### src/rtl/dmem_wait_responder.sv
// -----------------------------------------------------------------------------
// dmem_wait_responder
// Target end of the core's data-memory interface. It accepts one request per
// idle cycle through a req/ready handshake, waits a programmable number of
// wait states, then performs the access and reports completion as a
// one-cycle rvalid pulse with read data and an error flag.
//
// Ports
//   clk      : system clock, rising-edge active
//   reset    : asynchronous active-low reset
//   req      : request valid (held by the core until ready is seen)
//   we       : 1 = write, 0 = read
//   a        : byte address, word index is a[31:2]
//   wd       : write data
//   be       : byte enables, be[i] gates wd[8i+7:8i]
//   ready    : request can be accepted on the next rising edge
//   rvalid   : one-cycle completion pulse
//   rd       : read data, zero outside the rvalid cycle
//   err      : misaligned or out-of-range access, zero outside rvalid
//   acc_cnt  : completed transactions (wraps at 16 bits)
//
// ready comes from a register, so it reads 0 during reset and for the first
// cycle after reset release. An accept only happens while that register is 1,
// so a request presented in that first cycle is simply held until ready rises.
// -----------------------------------------------------------------------------
module dmem_wait_responder #(
   parameter int DEPTH_WORDS = 64,
   parameter int LATENCY     = 2
) (
   input  logic        clk,
   input  logic        reset,
   input  logic        req,
   input  logic        we,
   input  logic [31:0] a,
   input  logic [31:0] wd,
   input  logic [3:0]  be,
   output logic        ready,
   output logic        rvalid,
   output logic [31:0] rd,
   output logic        err,
   output logic [15:0] acc_cnt
);

   localparam int IDX_W = (DEPTH_WORDS > 1) ? $clog2(DEPTH_WORDS) : 1;

   typedef enum logic [1:0] {
      ST_IDLE = 2'd0,
      ST_WAIT = 2'd1,
      ST_RESP = 2'd2
   } state_t;

   state_t      r_state;
   logic [3:0]  r_cnt;
   logic        r_we;
   logic [31:0] r_a;
   logic [31:0] r_wd;
   logic [3:0]  r_be;
   logic        r_ready;
   logic        r_rvalid;
   logic        r_err;
   logic [31:0] r_rd;
   logic [15:0] r_acc_cnt;
   logic [31:0] r_mem [DEPTH_WORDS];

   logic             w_addr_err;
   logic             w_access;
   logic             w_mem_wr;
   logic [IDX_W-1:0] w_idx;
   logic [31:0]      w_rdata;

   // Replace the enabled bytes of a word with the matching bytes of new data.
   function automatic logic [31:0] merge_bytes(input logic [31:0] old_w,
                                                input logic [31:0] new_w,
                                                input logic [3:0]  ben);
      logic [31:0] res;
      res = old_w;
      for (int i = 0; i < 4; i++) begin
         if (ben[i]) begin
            res[8*i +: 8] = new_w[8*i +: 8];
         end else begin
            res[8*i +: 8] = old_w[8*i +: 8];
         end
      end
      return res;
   endfunction

   // The index is only meaningful when w_addr_err is 0, so the upper address
   // bits dropped here never select a word on their own.
   assign w_idx      = r_a[IDX_W+1:2];
   assign w_addr_err = (r_a[1:0] != 2'b00) || (r_a[31:2] >= 30'(DEPTH_WORDS));
   assign w_access   = (r_state == ST_WAIT) && (r_cnt == 4'd0);
   assign w_mem_wr   = w_access && r_we && !w_addr_err;
   assign w_rdata    = r_mem[w_idx];

   // Handshake / wait-state FSM with the registered response outputs.
   always_ff @(posedge clk or negedge reset) begin
      if (!reset) begin
         r_state  <= ST_IDLE;
         r_cnt    <= 4'd0;
         r_we     <= 1'b0;
         r_a      <= 32'd0;
         r_wd     <= 32'd0;
         r_be     <= 4'd0;
         r_ready  <= 1'b0;
         r_rvalid <= 1'b0;
         r_err    <= 1'b0;
         r_rd     <= 32'd0;
      end else begin
         case (r_state)
            ST_IDLE: begin
               r_rvalid <= 1'b0;
               r_err    <= 1'b0;
               r_rd     <= 32'd0;
               if (req && r_ready) begin
                  r_we    <= we;
                  r_a     <= a;
                  r_wd    <= wd;
                  r_be    <= be;
                  r_cnt   <= 4'(LATENCY);
                  r_ready <= 1'b0;
                  r_state <= ST_WAIT;
               end else begin
                  r_ready <= 1'b1;
               end
            end
            ST_WAIT: begin
               if (r_cnt != 4'd0) begin
                  r_cnt <= r_cnt - 4'd1;
               end else begin
                  // Access edge: reads capture the array, errors and writes return 0.
                  r_rvalid <= 1'b1;
                  r_err    <= w_addr_err;
                  r_rd     <= (!w_addr_err && !r_we) ? w_rdata : 32'd0;
                  r_state  <= ST_RESP;
               end
            end
            ST_RESP: begin
               r_rvalid <= 1'b0;
               r_err    <= 1'b0;
               r_rd     <= 32'd0;
               r_ready  <= 1'b1;
               r_state  <= ST_IDLE;
            end
            default: begin
               r_rvalid <= 1'b0;
               r_err    <= 1'b0;
               r_rd     <= 32'd0;
               r_ready  <= 1'b0;
               r_state  <= ST_IDLE;
            end
         endcase
      end
   end

   // Completion counter: bumps on the edge that leaves RESP, wraps naturally.
   always_ff @(posedge clk or negedge reset) begin
      if (!reset) begin
         r_acc_cnt <= 16'd0;
      end else if (r_state == ST_RESP) begin
         r_acc_cnt <= r_acc_cnt + 16'd1;
      end else begin
         r_acc_cnt <= r_acc_cnt;
      end
   end

   // Byte-enabled array write; the array itself is never reset.
   always_ff @(posedge clk) begin
      if (w_mem_wr) begin
         r_mem[w_idx] <= merge_bytes(w_rdata, r_wd, r_be);
      end
   end

   assign ready   = r_ready;
   assign rvalid  = r_rvalid;
   assign rd      = r_rd;
   assign err     = r_err;
   assign acc_cnt = r_acc_cnt;

endmodule
### config.mk
export PLATFORM = sky130hd
export DESIGN_NAME = dmem_wait_responder
export DESIGN_NICKNAME = d
export VERILOG_FILES = /design/src/rtl/dmem_wait_responder.sv
export SDC_FILE = /design/constraint.sdc
export NUM_CORES = 2
export LEC_CHECK = 0
export BUFFER_PORTS_ARGS = -buffer_cell sky130_fd_sc_hd__buf_2
export CAP_MARGIN = 20
export CORE_ASPECT_RATIO = 1.1
export CORE_MARGIN = 4
export CORE_UTILIZATION = 40
export DETAILED_ROUTE_END_ITERATION = 12
export SYNTH_ARGS = -nofsm -noshare
export SYNTH_HDL_FRONTEND = slang
export SYNTH_SLANG_ARGS = --single-unit
### constraint.sdc
create_clock -name clk -period 4.7 [get_ports clk]
set_clock_uncertainty 0.05 [all_clocks]
set_input_delay 0.235 -clock clk [delete_from_list [all_inputs] [get_ports clk]]
set_output_delay 0.235 -clock clk [all_outputs]
set_load 0.005 [all_outputs]
==> impl_results.md <==
* Hold crit path type: in2reg
* Synth warn at 0
* Nets@finish at 5,301
* Post-synthesis simple-gate area fraction at 0.0233
* Flop2flop setup slack at -40 ps
* R2R cell count at 11
* Gr ovfl total at 0
* First DRT Iteration DRCs at 8,104
* Max cap viols at 0
* Reg2reg start: r_a[3]$_DFFE_PN0P_
* Worst Tran Pin Value at 1230 ps
* Root buf cell: clkbuf_16
* Crit path capture: r_mem[61][14]$_DFFE_PP_
* CP startpoint kind: flop
* Post-synth top cells: edfxtp_1, mux2i_1, mux2_2
* CTS Buf Count at 207
* Mapped cell area at 84,100 um^2
* Crit. End Element: flop
* Adder-Cell Fraction of Synth Area at 0.000447
* Die height at 489 um
* Sequential-to-total area share from yosys stat at 0.769
* Core Region at 209,000 um^2
* Leak at 33.3 nW
* Seq cells post-synth at 2,174
* Via count at 51,502
* Setup TNS at -1220 ps
* Clock Path Buffers at 3
* Final-report max-slew violation count at 0
* GR Util All Layers at 0.270
* CP startpoint: r_a[3]$_DFFE_PN0P_
* Post-synthesis compound-gate area fraction at 0.0844
* VDD IR max at 799 uV
* Cells after synthesis at 4,654
* Hpwl dp at 185,000 um
* Hold Violations, Final at 0
* Status: complete, but fails checks
* Synth area leader: edfxtp_1
* Most frequent cell after synthesis: edfxtp_1
* Worst Path Arrival at 5260 ps
* Distinct cells, synth at 68
* Routed met1 length at 109,000 um
* Mux contribution to synthesized area at 0.100
* Initial antenna violation count at 18
* Gpl congestion at 0.933
* Number of global-route vias before repair at 49,035
* Filler instances at 17,169
* Cell Area, Placed at 92,400 um^2
* Failing checks: negative setup slack
* Syn Nets at 4,729
* Crit Path Max Fanout at 32
* Clock-pin transition on the worst setup and hold timing paths at 60 ps
* Worst EP required at 5220 ps
* Post-DRT Antenna Nets at 0
* Clock net sink count at 2,174
* Largest family of logic cells by synthesized area: multiplexers
* Top post-synthesis cells by area: edfxtp_1, mux2i_1, dfrtp_1, mux2_2, mux4_2
* Num ports at 123
* RSZ-0062 raised after global routing: no
* Avg WL per Cell at 36.8 um
* Largest net degree at the start of global routing at 102
* Global-route wire length before repair at 407,000 um
* XOR/XNOR share of the synthesized area at 0.00177
* Area grow syn2layout at 18.8%
* Post-route setup slack at -41.8 ps
* Area fraction of the dominant cell type after synthesis at 0.732
* Post-Route WL at 300,000 um
* Die width at 445 um
* Place WS at 8.13 ps
* Worst-skew pair later-pin latency at 880 ps
* Layout cells sized above 1 at 0.242
* Drt first pass iters at 6
* H-tree Lvls at 4
* Final instance area at 99,900 um^2
* Slew HR at 0.178
* Met2 WL post-DR at 136,000 um
* EDFF count, synth at 2,048
* Final period utilization at 1.01
* Period minus WS final at 4740 ps
* Mean Syn Cell Area at 18.1 um^2
* Row Count at 176
* Final Setup Violations at 57
* Pwr dens at 782 nW/um^2
* Number of port buffers at 122
* Post-synthesis async set-or-reset flop share at 0.0580
* CTS tree: done
* Top_reg_cell synth: edfxtp_1
* Die area at 218,000 um^2
* Vias per inst at 6.30
* WL met3 at 36,500 um
* Top layer in use: met5
* Max Fclk at 0.211 GHz
* Crit Reg-Reg Endpoint: r_mem[61][14]$_DFFE_PP_
* Number of remaining DRC errors at 0
* Crit Path Class: reg2reg
* Initial core utilization at 0.402
[cell families after synthesis]
| logic type | count (synthesis) |
|---|---|
| flops | 2174 |
| buf+inv | 331 |
| mux | 709 |
| compound gates | 980 |
| fa+ha+maj | 3 |
| simple gates | 440 |
| xor+xnor | 17 |
[worst min path at each step]
stage / start / to / slack [ps] / cells past startpoint
after floorplan: reset / acc_cnt[0]$_DFFE_PN0P_ / -110 / 0
after global placement: wd[11] / r_wd[11]$_DFFE_PN0P_ / 390 / 3
after detailed placement: reset / r_wd[20]$_DFFE_PN0P_ / 400 / 1
after CTS: reset / r_wd[20]$_DFFE_PN0P_ / 40 / 2
after global routing: wd[9] / r_wd[9]$_DFFE_PN0P_ / 70 / 3
final: wd[9] / r_wd[9]$_DFFE_PN0P_ / 80 / 3
[cell usage in the layout, fill, tap and decap left out, types with 129 or more instances in the layout]
cell type	synthesis	routed
edfxtp_1	2048	2048
mux2i_1	407	398
buf_4	48	349
mux2_2	209	209
clkbuf_16	0	209
a221oi_1	189	189
o21ai_0	153	151
a22oi_1	140	140
nand2_1	133	131
o22ai_1	131	131
buf_12	0	129
[routing by layer]
| metal | vias up | track usage |
|---|---|---|
| met5 | - | 0 |
| met4 | 14 | 0.143 |
| met3 | 798 | 0.0654 |
| met2 | 3834 | 0.418 |
| met1 | 26693 | 0.355 |
| li1 | 20163 | - |
[worst max-delay path, cell delays in order, from the launching register on]
cell	delay [ps]
dfrtp_4	720
buf_4	350
nor2b_4	620
buf_4	280
a22oi_1	100
nand3_1	170
o21ai_0	230
a211oi_1	860
buf_4	250
nand4_1	130
mux2_2	380
buf_12	180
[registers in the layout (all words and copies together), names as in the netlist]
signal,cells
r_state,2
r_we,1
r_be,4
rd,32
r_wd,32
acc_cnt,16
r_a,32
r_mem,2048
rvalid,1
err,1
ready,1
r_cnt,4
[where the power goes]
part           switching [W]  internal, W
clock network        0.00727      0.00930
registers           0.000608       0.0288
logic                 0.0225      0.00957
total                 0.0304       0.0477
[through the flow]
stage / std cells / utilization / hold WS [ps] / power, W
global placement: 7697 / 0.442 / 394 / 0.0602
floorplan: 4654 / - / -111 / 0.0433
CTS: 8161 / 0.478 / 36.2 / 0.0772
detailed placement: 7699 / 0.442 / 398 / 0.0608
global route: 8164 / 0.478 / 72.0 / 0.0795
finish: 8169 / 0.478 / 84.3 / 0.0781
[area by class of cell]
class                           count  area, um^2  area share
Antenna cell                        6        15.0    0.000150
Clock buffer                      281        5610      0.0562
Clock inverter                    106        1020      0.0102
Inverter                           16        67.6    0.000677
Multi-Input combinational cell   2149       18400       0.184
Sequential cell                  2174       64700       0.648
Tap cell                         2759        3450      0.0346
Timing Repair Buffer              678        6610      0.0662
[what timing repair did]
| action | CTS | global route |
|---|---|---|
| resized for setup | 1 | 2 |
| setup endpoints to repair | 51 | 105 |
| hold buffers | 75 | 1 |
| hold endpoints to repair | 175 | 11 |
| buffers inserted | 0 | 0 |
(Power assumes the default switching activity.)
